<file path="config.mk">
export PLATFORM = sky130hd
export DESIGN_NAME = truth_table_sweeper
export DESIGN_NICKNAME = d
export VERILOG_FILES = /design/src/rtl/cello_tt_pkg.sv /design/src/rtl/tt_settle_timer.sv /design/src/rtl/truth_table_sweeper.sv
export SDC_FILE = /design/constraint.sdc
export NUM_CORES = 1
export LEC_CHECK = 0
export ABC_CLOCK_PERIOD_IN_PS = 4200
export CORE_MARGIN = 2
export CORE_UTILIZATION = 40
export DETAILED_ROUTE_END_ITERATION = 12
export PLACE_DENSITY = 0.69
export SETUP_SLACK_MARGIN = 0.02
export SLEW_MARGIN = 20
export SYNTH_ARGS = -nofsm -noshare
export SYNTH_HDL_FRONTEND = slang
export SYNTH_SLANG_ARGS = --single-unit
</file>
<file path="constraint.sdc">
create_clock -name clk -period 4.2 [get_ports clk]
set_input_delay 0.84 -clock clk [delete_from_list [all_inputs] [get_ports clk]]
set_output_delay 0.84 -clock clk [all_outputs]
set_load 0.01 [all_outputs]
</file>
<file path="src/rtl/cello_tt_pkg.sv">
// cello_tt_pkg: shared states, truth-table geometry and row-to-signature-bit mapping
// for the truth-table sweeper.
package cello_tt_pkg;

    typedef enum logic [1:0] {IDLE, SETTLE, SAMPLE, DONE} state_e;

    localparam int TT_ROWS  = 8;
    localparam int TT_ROW_W = 3;

    // Row 000 lands in signature bit 7, so the signature reads like the gate's hex name.
    function automatic logic [TT_ROW_W-1:0] row_to_bit(input logic [TT_ROW_W-1:0] row);
        return TT_ROW_W'(TT_ROWS - 1) - row;
    endfunction

endpackage

</file>
<file path="src/rtl/tt_settle_timer.sv">
// tt_settle_timer: counts settle cycles for one truth-table row and flags the last one.
module tt_settle_timer #(
    parameter int SETTLE_CYCLES = 4,
    parameter int CNT_W         = 8
) (
    input  logic clk,
    input  logic rst,
    input  logic clear,
    input  logic enable,
    output logic expired
);

    logic [CNT_W-1:0] count_q, count_d;

    always_comb count_d = clear ? '0 : enable ? count_q + 1'b1 : count_q;

    always_ff @(posedge clk) begin
        if (rst) count_q <= '0;
        else     count_q <= count_d;
    end

    assign expired = count_q == CNT_W'(SETTLE_CYCLES - 1);

endmodule

</file>
<file path="src/rtl/truth_table_sweeper.sv">
// truth_table_sweeper: walks a 3-input gate through all 8 rows, samples its output
// after a settle time and checks the resulting signature against EXPECTED.
module truth_table_sweeper
    import cello_tt_pkg::*;
#(
    parameter int         SETTLE_CYCLES = 4,
    parameter logic [7:0] EXPECTED      = 8'hAC,
    parameter int         CNT_W         = 8
) (
    input  logic       clk,
    input  logic       rst,
    input  logic       start,
    input  logic       abort,
    output logic       dut_in1,
    output logic       dut_in2,
    output logic       dut_in3,
    input  logic       dut_out,
    output logic       busy,
    output logic       done,
    output logic [7:0] signature,
    output logic       match
);

    // With no settle time each row goes straight to its sample cycle.
    localparam state_e ROW_START = (SETTLE_CYCLES == 0) ? SAMPLE : SETTLE;

    state_e               state_q, state_d;
    logic [TT_ROW_W-1:0]  row_q, row_d;
    logic [TT_ROWS-1:0]   signature_q, signature_d;
    logic                 match_q, match_d;
    logic                 expired;

    tt_settle_timer #(
        .SETTLE_CYCLES(SETTLE_CYCLES),
        .CNT_W        (CNT_W)
    ) u_timer (
        .clk    (clk),
        .rst    (rst),
        .clear  (state_q != SETTLE || abort),
        .enable (state_q == SETTLE),
        .expired(expired)
    );

    always_comb begin
        state_d     = state_q;
        row_d       = row_q;
        signature_d = signature_q;
        match_d     = match_q;
        if (abort && state_q != IDLE) begin
            state_d     = IDLE;
            row_d       = '0;
            signature_d = '0;
            match_d     = 1'b0;
        end else if (state_q == IDLE) begin
            if (start && !abort) begin
                state_d     = ROW_START;
                row_d       = '0;
                signature_d = '0;
                match_d     = 1'b0;
            end
        end else if (state_q == SETTLE) begin
            if (expired) state_d = SAMPLE;
        end else if (state_q == SAMPLE) begin
            signature_d[row_to_bit(row_q)] = dut_out;
            if (row_q == TT_ROW_W'(TT_ROWS - 1)) begin
                state_d = DONE;
                row_d   = '0;
                match_d = signature_d == EXPECTED;
            end else begin
                state_d = ROW_START;
                row_d   = row_q + 1'b1;
            end
        end else begin
            state_d = IDLE;
        end
    end

    always_ff @(posedge clk) begin
        if (rst) begin
            state_q     <= IDLE;
            row_q       <= '0;
            signature_q <= '0;
            match_q     <= 1'b0;
        end else begin
            state_q     <= state_d;
            row_q       <= row_d;
            signature_q <= signature_d;
            match_q     <= match_d;
        end
    end

    assign {dut_in1, dut_in2, dut_in3} = row_q;
    assign busy      = state_q == SETTLE || state_q == SAMPLE;
    assign done      = state_q == DONE && !abort;
    assign signature = signature_q;
    assign match     = match_q;

endmodule

</file>
## After elaboration in Yosys (flattened, before gate mapping)

Cells that the tools add are included.

| word-level totals | value |
|---|---|
| register bits | 22 |
| bits in latches | 0 |
| bits in writable memories | 0 |
| bits in read-only memories | 0 |
| input bits | 5 |
| word-level logic and storage cells | 59 |
| memories | 0 |

| cells by class | value |
|---|---|
| $add $sub $neg | 3 |
| $mul | 0 |
| div/mod/pow operators | 0 |
| order comparisons | 2 |
| eq/ne operators | 10 |
| shift-type cells | 0 |
| mux-type cells | 23 |
| bitwise gates (word level) | 0 |
| reduce and logical (&&, ||, !) cells | 16 |

Operator list:

| cell | number |
|---|---|
| 2-to-1 mux 8 bit | 4 |
| 2-to-1 mux 3 bit | 5 |
| 2-to-1 mux 2 bit | 6 |
| adder 8 x 1 -> 8 bit, second input constant | 1 |
| bitwise mux 8 bit | 1 |
| == test 8 x 2 -> 1 bit, second input constant | 1 |
| == test 8 bit, second input constant | 1 |
| 2-to-1 mux 1 bit | 6 |
| nonzero test 2 bit | 3 |
| == test 2 bit, second input constant | 2 |
| logical AND 1 bit | 4 |
| < comparator 3 x 4 -> 1 bit, second input constant | 1 |
| != test 2 x 1 -> 1 bit, second input constant | 2 |
| AND reduction 4 bit | 1 |
| OR reduction 2 bit | 2 |
| adder 3 x 1 -> 3 bit, second input constant | 1 |
| demux 1 bit (select 3 bit) | 1 |
| == test 3 bit, second input constant | 1 |
| >= comparator 3 x 1 -> 1 bit, second input constant | 1 |
| != test 3 bit, second input constant | 1 |
| AND reduction 3 bit | 1 |
| subtractor 3 bit, first input constant | 1 |
| == test 2 x 1 -> 1 bit, second input constant | 1 |
| zero test 2 bit | 1 |
| other kinds (4) | 5 |

## Logic depth before layout (Yosys ltp)

Gate-level depths: netlist of run 1.

| logic depth | value |
|---|---|
| word-level depth | 11 |
| depth in mapped cells | 7 |

## Modules after synthesis

From an unflattened synthesis of run 1, not the netlist that was laid out.

| unflattened totals | value |
|---|---|
| cells, all modules | 161 |
| area total of the unflattened synthesis | 1322.5 um^2 |

Modules (own cells, without submodules):

| module | times used | cells each | area each (um^2) |
|---|---|---|---|
| truth_table_sweeper | 1 | 119 | 947.2 |
| tt_settle_timer | 1 | 42 | 375.4 |

## Least setup slack after synthesis of run 1

No wires, ideal clock.

| timing path | value |
|---|---|
| path kind | input port to output port |
| start | input port abort |
| end | output port done |
| arrival | 1.018 ns |
| data required time | 3.360 ns |
| path slack | 2.342 ns |
| cell stages on the path | 1 |
| buffers on the path | 0 |
| cells stage by stage | nor2b_1 |

| between the ends | value |
|---|---|
| word-level cells in the longest chain between the ends | 2 |

RTL lines:

| what | line | text |
|---|---|---|
| from (decl) | truth_table_sweeper.sv:13 | `input logic abort,` |
| zero test 1 bit | truth_table_sweeper.sv:94 | `assign done = state_q == DONE && !abort;` |
| logical AND 1 bit | truth_table_sweeper.sv:94 |  |
| to (decl) | truth_table_sweeper.sv:19 | `output logic done,` |

No other way between the ends.

## Final worst setup path of run 1

Ends and elaborated chain as after synthesis.

==> impl_metrics.ini, run 1 <==
[run_status]
outcome = finished, final reports clean

[synthesis]
synth_cell_types = 44
syn_area_per_cell_um2 = 8.28
ys_seq_area_share_pct = 33.7
synth-edff-count = 0
ys_ff_latch = 22
postSynthCellCount = 158
asyncSetResetFlopFracSynth_pct = 0
yosys_most_used_dff = sky130_fd_sc_hd__dfxtp_1
syn_nets = 171
yosys_warnings = 0
syn-cell-area_um2 = 1310

[clocking]
post_cts.repair.setup_buffers = 0
cts-root-to-sink-buffers = 2
post_cts_resize_count = 0
tritoncts = done
clkTransAtPathRegs_ns = 0.12
ctsRootBufferMaster = sky130_fd_sc_hd__clkbuf_4
worstSkewPairLatency_ns = 0.30
cts_made_buffers = 3
cts.sinks = 22
htreeDepth = 1
cts_hold_buf = 0

[detailed_routing]
drc_errors = 0
detail_route.wl_per_cell_um = 13.4
post_drt_via_cell_ratio = 5.67
firstDrtPassIters = 4
ant_nets = 0
drt_iter0_drc = 74
detailroute.via_count = 1224
postRouteWirelength_um = 2880

[power]
power.ir.vdd_worst_v = 0.000243
comb_power_share_pct = 33.1
design_power_total_uw = 493
power_leakage_nw = 0.515
power_switching_uw = 180
power.density_cell_area_nw_per_um2 = 326
p_clk_share_pct = 18.9
sequentialPowerShare_pct = 48.0
netSwitchingFraction_pct = 36.5
cell_internal_pwr_uw = 313

[setup_path]
timing.critical_path.arrival_ns = 1.96
critical_path_fanout_max = 4
timing.reg2reg.worst_path_depth = 7
critPathLaunchType = input pin
critical_path.reg2reg.startpoint = state_q[1]
worstSetupPathType = in2out
critical_r2r_capture = signature[6]
crit_required_ns = 3.36
r2r_setup_slack_ns = 1.83
critical_path.endpoint_type = output port
crit_start = abort
critical_path.endpoint = done

[place]
dpl-instance-area_um2 = 1490
port_buffers = 18
place_worst_setup_slack_ns = 1.39
dp_hpwl_um = 2060
placed_cells = 213
gp_congestion = 0.871

[cells_and_area]
regArea_um2 = 440
mostFrequentLayoutCells = sky130_fd_sc_hd__dfxtp_1, sky130_fd_sc_hd__clkdlybuf4s50_1, sky130_fd_sc_hd__nor2_1
area_delta_synth_final_pct = 15.5
multi_input_comb_area_um2 = 793
final_core_util_pct = 49.1
post_layout_nonfiller_instances = 216
post-route-cell-area_um2 = 1510
drive_gt1_share_pct = 6.98
final_net_count = 187
filler_cell_count = 299
final_common_cell = sky130_fd_sc_hd__dfxtp_1
antenna_cells = 0

[floorplanning]
io-pin-count = 19
die-height_um = 61.2
std_cell_rows = 20
placeableCoreArea_um2 = 3080
die_width_um = 61.2
floorplan.initialDensity_pct = 42.5
fp.dieArea_um2 = 3740

[global_route]
gr-usage-all-layers_pct = 16.8
grt_overflow_total = 0
pin_count_of_the_biggest_net_entering_global_routing = 23
grt_antenna_before_repair = 0
grt_pass1_vias = 1131
wire_length_of_the_first_global_routing_pass_um = 4790

[sta]
setup_tns_ns = 0
rsz0062_at_grt = false
post-route-period-util_pct = 66.7
worst_slack_ns = 1.40
post-route-min-period_ns = 2.80
fmax_mhz = 357
max-slew-margin-rel_pct = 53.7
skew_ns = 0.00719
tightest_slew_ns = 0.694
fin_worst_hold_slack_ns = 0.463
final-setup-viol-count = 0
finalMaxSlewViolations = 0
timing.final.hold_violations = 0

[hold_path]
worst_min_delay_path_class = reg2reg
holdCritStartpoint = u_timer.count_q[0]

[job]
timing.max_cap.violations = 0
power by group through the flow:
stage               registers [mW]  logic [mW]  clock network [mW]
global route                 0.239       0.178               0.110
global placement             0.240       0.158                   0
detailed placement           0.241       0.162                   0
CTS                          0.236       0.162              0.0975
floorplan                    0.232       0.127                   0
finish                       0.236       0.163              0.0931
critical path, cell delays in order:
cell and delay, ns:
sky130_fd_sc_hd__clkdlybuf4s50_1 0.46, sky130_fd_sc_hd__nor2b_1 0.13, sky130_fd_sc_hd__clkdlybuf4s50_1 0.54
worst min-delay path by stage:
stage / end / cells after the start
after detailed placement: u_timer.count_q[0] / 1
after global routing: u_timer.count_q[0] / 1
after CTS: u_timer.count_q[0] / 1
after global placement: u_timer.count_q[0] / 1
final: u_timer.count_q[0] / 1
after floorplan: u_timer.count_q[0] / 1
cells in the mapped netlist (4+ instances only):
master                     number  area share (%)
sky130_fd_sc_hd__a21oi_1       11             4.2
sky130_fd_sc_hd__dfxtp_1       22              34
sky130_fd_sc_hd__nand3b_1       4             2.3
sky130_fd_sc_hd__nor3_1         5             1.9
sky130_fd_sc_hd__xor2_1         4             2.7
sky130_fd_sc_hd__nand4_1        7             3.3
sky130_fd_sc_hd__nand2_1       15             4.3
sky130_fd_sc_hd__nor2_1        17             4.9
sky130_fd_sc_hd__ha_1           8             7.7
sky130_fd_sc_hd__inv_1          4             1.1
sky130_fd_sc_hd__o21ai_1        9             3.4
routing by layer:
| metal | vias to the layer above | track usage, % | share of wire [%] |
|---|---|---|---|
| li1 | 603 | - | - |
| met1 | 578 | 19.3 | 44 |
| met2 | 39 | 31.3 | 51 |
| met3 | 4 | 2.52 | 4.4 |
| met4 | 0 | 6.21 | 1.1 |
| met5 | - | 0 | 0 |
sequential cells by signal (all words and copies together), names as in the netlist:
register / cells
match: 1
state_q: 2
u_timer.count_q: 8
signature: 8
row_q: 3
logic make-up after synthesis:
family                     share of synthesized area [%]
AOI/OAI and AO/OA                                   19.6
xor gates and xnor gates                            2.68
adders and majority gates                           7.66
buffers and inverters                               5.65
DFF                                                 33.7
muxes                                               2.30
and+or+nand+nor                                     28.4
cell type report:
cell class | instances | share of cell area [%]
clock buffers | 3 | 1.49
well taps | 44 | 3.65
flip-flops and latches | 22 | 29.2
inverters | 5 | 1.24
multi-input cells | 124 | 52.5
repair buffers | 18 | 11.9
Power figures use the tool's default switching activity.
==> run 2: changes to the inputs <==
- ABC_CLOCK_PERIOD_IN_PS: 4200 -> 2400
- PLACE_DENSITY: 0.69 -> 0.71
- clock period: 4.2 -> 2.4 ns (I/O delays scaled with it)
==> run 2 against run 1 <==
Count of clock-buffer cells in the layout rose by 1; combinational power rose by 87%; first-iteration DRC count rose by 34%; register-to-register slack got worse by 1.4 ns; flip-flop and latch count did not move; clock power rose by 130%; wire length fell by 2.9%; critical path type is now reg2out; critical endpoint is now busy; largest cell class unchanged; largest power group unchanged.
==> impl_metrics.ini, run 2 (synthesized netlist as in run 1, its figures left out) <==
[detailed_routing]
firstDrtPassIters = 4
postRouteWirelength_um = 2800
detailroute.via_count = 1203
drt_iter0_drc = 99
ant_nets = 0
post_drt_via_cell_ratio = 5.42
drc_errors = 0
detail_route.wl_per_cell_um = 12.6

[place]
gp_congestion = 0.795
dpl-instance-area_um2 = 1530
dp_hpwl_um = 2100
port_buffers = 18

[clocking]
tritoncts = done
cts_hold_buf = 0
cts_made_buffers = 3
htreeDepth = 1
cts.sinks = 22
clkTransAtPathRegs_ns = 0.13
ctsRootBufferMaster = sky130_fd_sc_hd__clkbuf_4
post_cts_resize_count = 0
post_cts.repair.setup_buffers = 0
cts-root-to-sink-buffers = 2
worstSkewPairLatency_ns = 0.32

[hold_path]
timing.hold.worst_endpoint = u_timer.count_q[0]
holdCritStartpoint = u_timer.count_q[0]
worst_min_delay_path_class = reg2reg
min_path_cells = 1

[cells_and_area]
mostFrequentLayoutCells = sky130_fd_sc_hd__dfxtp_1, sky130_fd_sc_hd__clkdlybuf4s50_1, sky130_fd_sc_hd__nor2_1
final_common_cell = sky130_fd_sc_hd__dfxtp_1
filler_cell_count = 295
final_net_count = 192
antenna_cells = 0
drive_gt1_share_pct = 10.1
area_delta_synth_final_pct = 19.4
post-route-cell-area_um2 = 1560

[sta]
final-setup-viol-count = 0
timing.final.hold_violations = 0
finalMaxSlewViolations = 0
max-slew-margin-rel_pct = 67.1
setup_tns_ns = 0
post-route-min-period_ns = 2.20
rsz0062_at_grt = false
tightest_slew_ns = 0.493
post-route-period-util_pct = 91.8
skew_ns = 0.00667
fmax_mhz = 454

[global_route]
wire_length_of_the_first_global_routing_pass_um = 4570
grt_pass1_vias = 1009
grt_overflow_total = 0
pin_count_of_the_biggest_net_entering_global_routing = 18
grt_antenna_before_repair = 0
gr-usage-all-layers_pct = 16.2

[setup_path]
critPathLaunchType = register
crit_required_ns = 1.92
worstSetupPathType = reg2out
critical_path_fanout_max = 7
critical_path.endpoint_type = output port
critical_r2r_capture = match
timing.reg2reg.worst_path_depth = 7
critical_path.reg2reg.startpoint = state_q[1]
timing.critical_path.arrival_ns = 1.72
r2r_setup_slack_ns = 0.39

[floorplanning]
placeableCoreArea_um2 = 3080
die_width_um = 61.2
die-height_um = 61.2
fp.dieArea_um2 = 3740
floorplan.initialDensity_pct = 42.5
std_cell_rows = 20
io-pin-count = 19

[run_status]
outcome = finished, final reports clean

[power]
power.ir.vdd_worst_v = 0.000605
power_leakage_nw = 0.548
power.density_cell_area_nw_per_um2 = 594

[job]
timing.max_cap.violations = 0
## run 2: cell count changes in the layout (fill, tap and decap cells not counted), sizes merged
cell,previous run,this run
buf,0,5
clkbuf,3,4
## run 2: worst max path at each step
| stage | from | to | slack (ns) | cells after the start |
|---|---|---|---|---|
| floorplan | state_q[0] | match | 0.71 | 7 |
| global placement | abort | done | 0.33 | 3 |
| detailed placement | dut_out | match | 0.29 | 6 |
| CTS | state_q[1] | busy | 0.19 | 3 |
| global route | state_q[1] | busy | 0.11 | 3 |
| finish | state_q[1] | busy | 0.20 | 3 |
## run 2: layout make-up
type	count	area, µm²	share of cell area, %
multi-input cells	124	793	50.8
repair buffers	23	218	13.9
clock buffers	4	36.3	2.32
inverters	5	18.8	1.20
well taps	44	55.1	3.53
flip-flops and latches	22	440	28.2
## run 2: layer usage
metal / vias to the layer above / wire length [µm] / track usage (%)
li1: 613 / - / -
met1: 548 / 1370 / 23.4
met2: 37 / 1230 / 24.3
met3: 5 / 155 / 2.94
met4: 0 / 44 / 5.28
met5: - / 0 / 0
## run 2: power breakdown
group | total [mW] | switching (mW) | internal [mW]
Combinational | 0.305 | 0.184 | 0.121
Clock | 0.214 | 0.121 | 0.0928
Sequential | 0.409 | 0.0284 | 0.380
## run 2: critical path, stage by stage (launching register included)
cell	delay [ns]
sky130_fd_sc_hd__dfxtp_1	0.48
sky130_fd_sc_hd__inv_1	0.12
sky130_fd_sc_hd__ha_1	0.28
sky130_fd_sc_hd__clkdlybuf4s50_1	0.52
## run 2: through the flow
stage                     std cells  hold WS, ns  power [mW]  worst slack [ns]  util [%]
after floorplan                 158        0.418       0.629             0.714         -
after global routing            222        0.490       0.988             0.108      50.7
after global placement          218        0.433       0.712             0.335      49.6
after detailed placement        218        0.442       0.719             0.293      49.6
final                           222        0.466       0.927             0.198      50.7
after CTS                       222        0.464       0.929             0.190      50.7
